File: config.mk
export PLATFORM = sky130hd
export DESIGN_NAME = pipe_adder
export DESIGN_NICKNAME = d
export VERILOG_FILES = /design/src/rtl/pipe_adder.sv
export SDC_FILE = /design/constraint.sdc
export NUM_CORES = 1
export LEC_CHECK = 0
export BUFFER_PORTS_ARGS = -buffer_cell sky130_fd_sc_hd__buf_2
export CAP_MARGIN = 10
export CORE_MARGIN = 4
export CORE_UTILIZATION = 50
export CTS_CLUSTER_SIZE = 12
export DETAILED_ROUTE_END_ITERATION = 7
export PLACE_DENSITY_LB_ADDON = 0.15
export SLEW_MARGIN = 20
export SYNTH_ARGS = -nofsm -noshare
export SYNTH_HDL_FRONTEND = slang
export SYNTH_SLANG_ARGS = --single-unit
File: constraint.sdc
create_clock -name clk -period 3.28 [get_ports clk]
set_input_delay 0.328 -clock clk [delete_from_list [all_inputs] [get_ports clk]]
set_output_delay 0.328 -clock clk [all_outputs]
set_load 0.02 [all_outputs]
File: src/rtl/pipe_adder.sv
// pipe_adder: WIDTH-bit ripple-carry adder cut into STAGES registered carry segments; `PIPE_ADDER_SUB_EN adds a subtract port.
// Latency: STAGES cycles from input transfer to out_valid; one result per cycle at full throughput.
// Backpressure: out_valid && !out_ready freezes every stage and drops in_ready combinationally.
module pipe_adder #(
    parameter int WIDTH  = 8,
    parameter int STAGES = 2
) (
    input  logic             clk,
    input  logic             rst,
    input  logic             in_valid,
    output logic             in_ready,
    input  logic [WIDTH-1:0] a,
    input  logic [WIDTH-1:0] b,
    input  logic             c_in,
`ifdef PIPE_ADDER_SUB_EN
    input  logic             sub,
`endif
    output logic             out_valid,
    input  logic             out_ready,
    output logic [WIDTH-1:0] sum,
    output logic             c_out
);
    localparam int SEG = WIDTH / STAGES;

    if (WIDTH < 1 || STAGES < 1 || (WIDTH % STAGES) != 0) begin : g_bad_cfg
        $error("pipe_adder: STAGES (%0d) must divide WIDTH (%0d)", STAGES, WIDTH);
    end

    // One pipeline slot: skewed operands still to be added, deskewed partial sum, carry and valid.
    typedef struct packed {
        logic             vld;
        logic             sub;
        logic             cy;
        logic [WIDTH-1:0] op_a;
        logic [WIDTH-1:0] op_b;
        logic [WIDTH-1:0] part;
    } stage_t;

    stage_t       src     [STAGES];
    stage_t       nxt     [STAGES];
    stage_t       q       [STAGES];
    logic [SEG:0] seg_res [STAGES];
    logic         sub_in;
    logic         adv;

`ifdef PIPE_ADDER_SUB_EN
    assign sub_in = sub;
`else
    assign sub_in = 1'b0;
`endif

    assign adv       = !q[STAGES-1].vld || out_ready;
    assign in_ready  = adv;
    assign out_valid = q[STAGES-1].vld;
    assign sum       = q[STAGES-1].part;
    assign c_out     = q[STAGES-1].cy;

    // In subtract mode the incoming carry is the inverted borrow-in.
    always_comb begin
        src[0] = '{vld: in_valid, sub: sub_in, cy: c_in ^ sub_in, op_a: a, op_b: b, part: '0};
        for (int k = 1; k < STAGES; k++) begin
            src[k] = q[k-1];
        end
    end

    always_comb begin
        for (int k = 0; k < STAGES; k++) begin
            seg_res[k] = {1'b0, src[k].op_a[k*SEG +: SEG]}
                       + {1'b0, src[k].op_b[k*SEG +: SEG] ^ {SEG{src[k].sub}}}
                       + {{SEG{1'b0}}, src[k].cy};
            nxt[k]                    = src[k];
            nxt[k].cy                 = seg_res[k][SEG];
            nxt[k].part[k*SEG +: SEG] = seg_res[k][SEG-1:0];
        end
    end

    always_ff @(posedge clk) begin
        if (rst) begin
            for (int k = 0; k < STAGES; k++) begin
                q[k] <= '0;
            end
        end else if (adv) begin
            for (int k = 0; k < STAGES; k++) begin
                q[k] <= nxt[k];
            end
        end
    end
endmodule
Word level (Yosys, flattened, before mapping)
Memory sizes are Yosys's and may differ from the RTL's.
Index checks and enable logic that the tools add are counted.
{"block": "totals", "out_inout_bits": 11, "latch_bits": 0, "memories": 1, "elab_cells": 17, "ram_bits": 54, "input_bits": 21, "romBits": 0, "reg_bits": 0}
{"name": "q", "words": 2, "width": 27, "rd": 2, "rd_ports_with_merged_regs": 0, "write_ports": 2, "line": "41", "source": "stage_t q [STAGES];"}
{"block": "classes", "n_reduce_logical": 2, "shift": 0, "order_cmp": 0, "n_eq_ne": 0, "div_mod_pow": 0, "multipliers": 0, "add_sub_neg": 4, "n_bitwise": 3, "muxes": 7}
{"cell": "27-bit two-way mux", "count": 2}
{"cell": "4-bit by 4-bit adder with 5-bit output", "count": 2}
{"cell": "5-bit by 1-bit adder with 5-bit output", "count": 2}
{"cell": "1-bit two-way mux", "count": 5}
{"cell": "4-bit XOR", "count": 1}
{"cell": "1-bit OR", "count": 2}
{"cell": "1-bit zero test", "count": 1}
{"cell": "1-bit logical OR", "count": 1}

Longest topological paths before layout
An unclocked memory read counts as a cell.
{"block": "depth", "depth_word": 7, "ltp_mapped": 6}

Least setup slack after synthesis
No wires, ideal clock.
{"block": "synth_path", "kind": "register to register", "from": "memory q[0][53] in the netlist's numbering", "to": "memory q[0][0] in the netlist's numbering (enable)", "stages_incl_launch_ff": 3, "n_path_buf": 0, "required_ns": 2.896, "arrival_ns": 1.289, "synth_period_minus_slack_ns": 1.673, "path_slack_ns": 1.607, "cell_sequence": "edfxtp_1 -> nand2b_4 -> nand2b_1"}
{"element": "from (decl)", "line": "41"}

==> results.sh <==
export IMPL_drtIter0Drc=5
export IMPL_coreArea_sq_um=2300
export IMPL_ctsResizeCount=0
export IMPL_synth_edff_count=24
export IMPL_crit_type="reg2reg"
export IMPL_maxSlewHeadroom_pct=31.4
export IMPL_post_route_min_period_ns=1.85
export IMPL_antenna_left=0
export IMPL_finalPower_mw=0.615
export IMPL_tns_ns=0
export IMPL_finalMaxSlewViolations=0
export IMPL_row_count=17
export IMPL_synth_top_cell_by_area="edfxtp_1"
export IMPL_nets=151
export IMPL_layout_drive_gt1_share_pct=31.9
export IMPL_synth_cell_type_count=23
export IMPL_yosysMostFrequentCell="edfxtp_1"
export IMPL_syn_nets=127
export IMPL_num_io_pins=32
export IMPL_avgRoutedWirePerCell_microns=12.2
export IMPL_worstPathMaxFanout=24
export IMPL_worst_r2r_startpoint="q[0][53]"
export IMPL_cts_hold_buf=0
export IMPL_vias_per_cell=5.09
export IMPL_io_buffers=31
export IMPL_grt_usage_pct=12.2
export IMPL_synth_top_area_share_pct=57.3
export IMPL_startpoint="q[0][53]"
export IMPL_power_density_nw_per_um2=443
export IMPL_largest_register="q"
export IMPL_final_area_sq_um=1390
export IMPL_cap_viol_max_count=0
export IMPL_critPathArrivalTime_ns=1.79
export IMPL_setup_viol=0
export IMPL_hold_violations=0
export IMPL_worstMarginPinSlew_ns=1.03
export IMPL_cts_setup_buffers=0
export IMPL_hp_start="a[4]"
export IMPL_end_kind="register"
export IMPL_fillers=204
export IMPL_cts_root_buf="clkbuf_4"
export IMPL_die_area_sq_um=3380
export IMPL_holdPathStages=2
export IMPL_ys_top_cells_by_area="edfxtp_1, and3_1, fa_1"
export IMPL_ir_drop_v=0.000242
export IMPL_ys_seq_elements=24
export IMPL_syn_avg_cell_area_sq_um=13.1
export IMPL_top_regs="q: 24 flops"
export IMPL_leakage_nw=0.698
export IMPL_die_y_microns=58.2
export IMPL_cts_max_level=1
export IMPL_antennaDiodeCount=0
export IMPL_overflow=0
export IMPL_netlist_area_sq_um=1260
export IMPL_cts_buffers=3
export IMPL_rsz0062_at_grt="no"
export IMPL_clkTransAtPathRegs_ns=0.12
export IMPL_worst_clock_skew_ns=0.00499
export IMPL_critPathRequiredTime_ns=3.22
export IMPL_layout_setup_ws_ns=1.43
export IMPL_area_growth_pct=10.4
export IMPL_first_global_vias=718
export IMPL_clock_latency_ns=0.31
export IMPL_largest_reg_flops=24
export IMPL_synth_common_cells="edfxtp_1, and3_1, buf_4, inv_1, ha_1"
export IMPL_fin_util_pct=60.5
export IMPL_status="finished clean"
export IMPL_vias=748
export IMPL_start_util_pct=54.7
export IMPL_cts_tree="done"
export IMPL_hpwl_microns=1370
export IMPL_async_flop_share_pct=0
export IMPL_grt_pass1_wl_microns=2970
export IMPL_grt_antenna_before_repair=0
export IMPL_clk_path_buf_depth=2
export IMPL_ys_warn_count=0
export IMPL_grt_max_degree=25
export IMPL_ys_seq_area_share_pct=57.3
export IMPL_drc=0
export IMPL_hold_class="in2reg"
export IMPL_clkSinkCount=24
export IMPL_synthCells=96
export IMPL_totalWireLength_microns=1800
export IMPL_ff2ff_path_depth=2
export IMPL_timing_final_crit_share_pct=56.6
export IMPL_synthFlopType="edfxtp_1"
export IMPL_globalplace_congestion=0.701
export IMPL_drt_pass1_iterations=4
export IMPL_fp_dieW_microns=58.2
export IMPL_fmax_mhz=539
export IMPL_crit_path_start_kind="register"
export IMPL_dpl_cell_area_sq_um=1360
export IMPL_dp_slack_ns=1.39
-- worst paths after layout --
check	to	slack (ns)
setup reg to reg	q[0][2]	1.43
setup / recovery	q[0][2]	1.43
hold reg to reg	q[0][53]	0.57
hold / removal	q[0][20]	0.32
-- power by group --
part	internal, mW	leakage (nW)	switching [mW]
clock	0.0444	0.0154	0.0800
sequential	0.372	0.279	0.00859
combinational	0.0486	0.403	0.0616
total	0.465	0.698	0.150
-- critical path: stages (launching register included) --
cell and delay, ns:
edfxtp_1 0.45, nand2b_4 0.21, nand2b_1 0.83
-- cell families (layout without fill, tap and decap cells) --
| group | Yosys count | count (layout) | share of synthesized area, % |
|---|---|---|---|
| muxes | 2 | 2 | 1.59 |
| AOI/OAI and AO/OA | 8 | 8 | 3.88 |
| adders and majority gates | 10 | 10 | 12.3 |
| and+or+nand+nor | 31 | 31 | 15.4 |
| buffers and inverters | 21 | 44 | 9.45 |
| DFF | 24 | 24 | 57.3 |
-- layer usage --
layer,routed length [microns],share of wire [%],GRT usage [%]
met4,63,3.5,9.93
met1,737,41,13.2
met3,131,7.3,2.90
met2,868,48,20.2
met5,0,0,0
-- cell usage in the layout, fill, tap and decap left out, drive strengths merged, types with 3 or more instances in the layout --
cell / count
clkbuf: 3
nor2b: 4
a21oi: 4
edfxtp: 24
ha: 6
inv: 9
and3: 16
buf: 31
fa: 4
-- per-stage QoR --
stage,std cells,hold WS [ns]
global placement,143,0.534
global route,147,0.302
CTS,147,0.312
detailed placement,143,0.543
finish,147,0.317
floorplan,96,0.528
-- layout make-up --
cell class	count	area, sq um	area share, %
Clock inverter	1	3.75	0.270
Inverter	9	33.8	2.43
Timing Repair Buffer	31	155	11.2
Clock buffer	3	22.5	1.62
Multi-Input combinational cell	51	418	30.1
Tap cell	28	35.0	2.52
Sequential cell	24	721	51.9
Note: power is estimated with default switching activity, not from simulation.
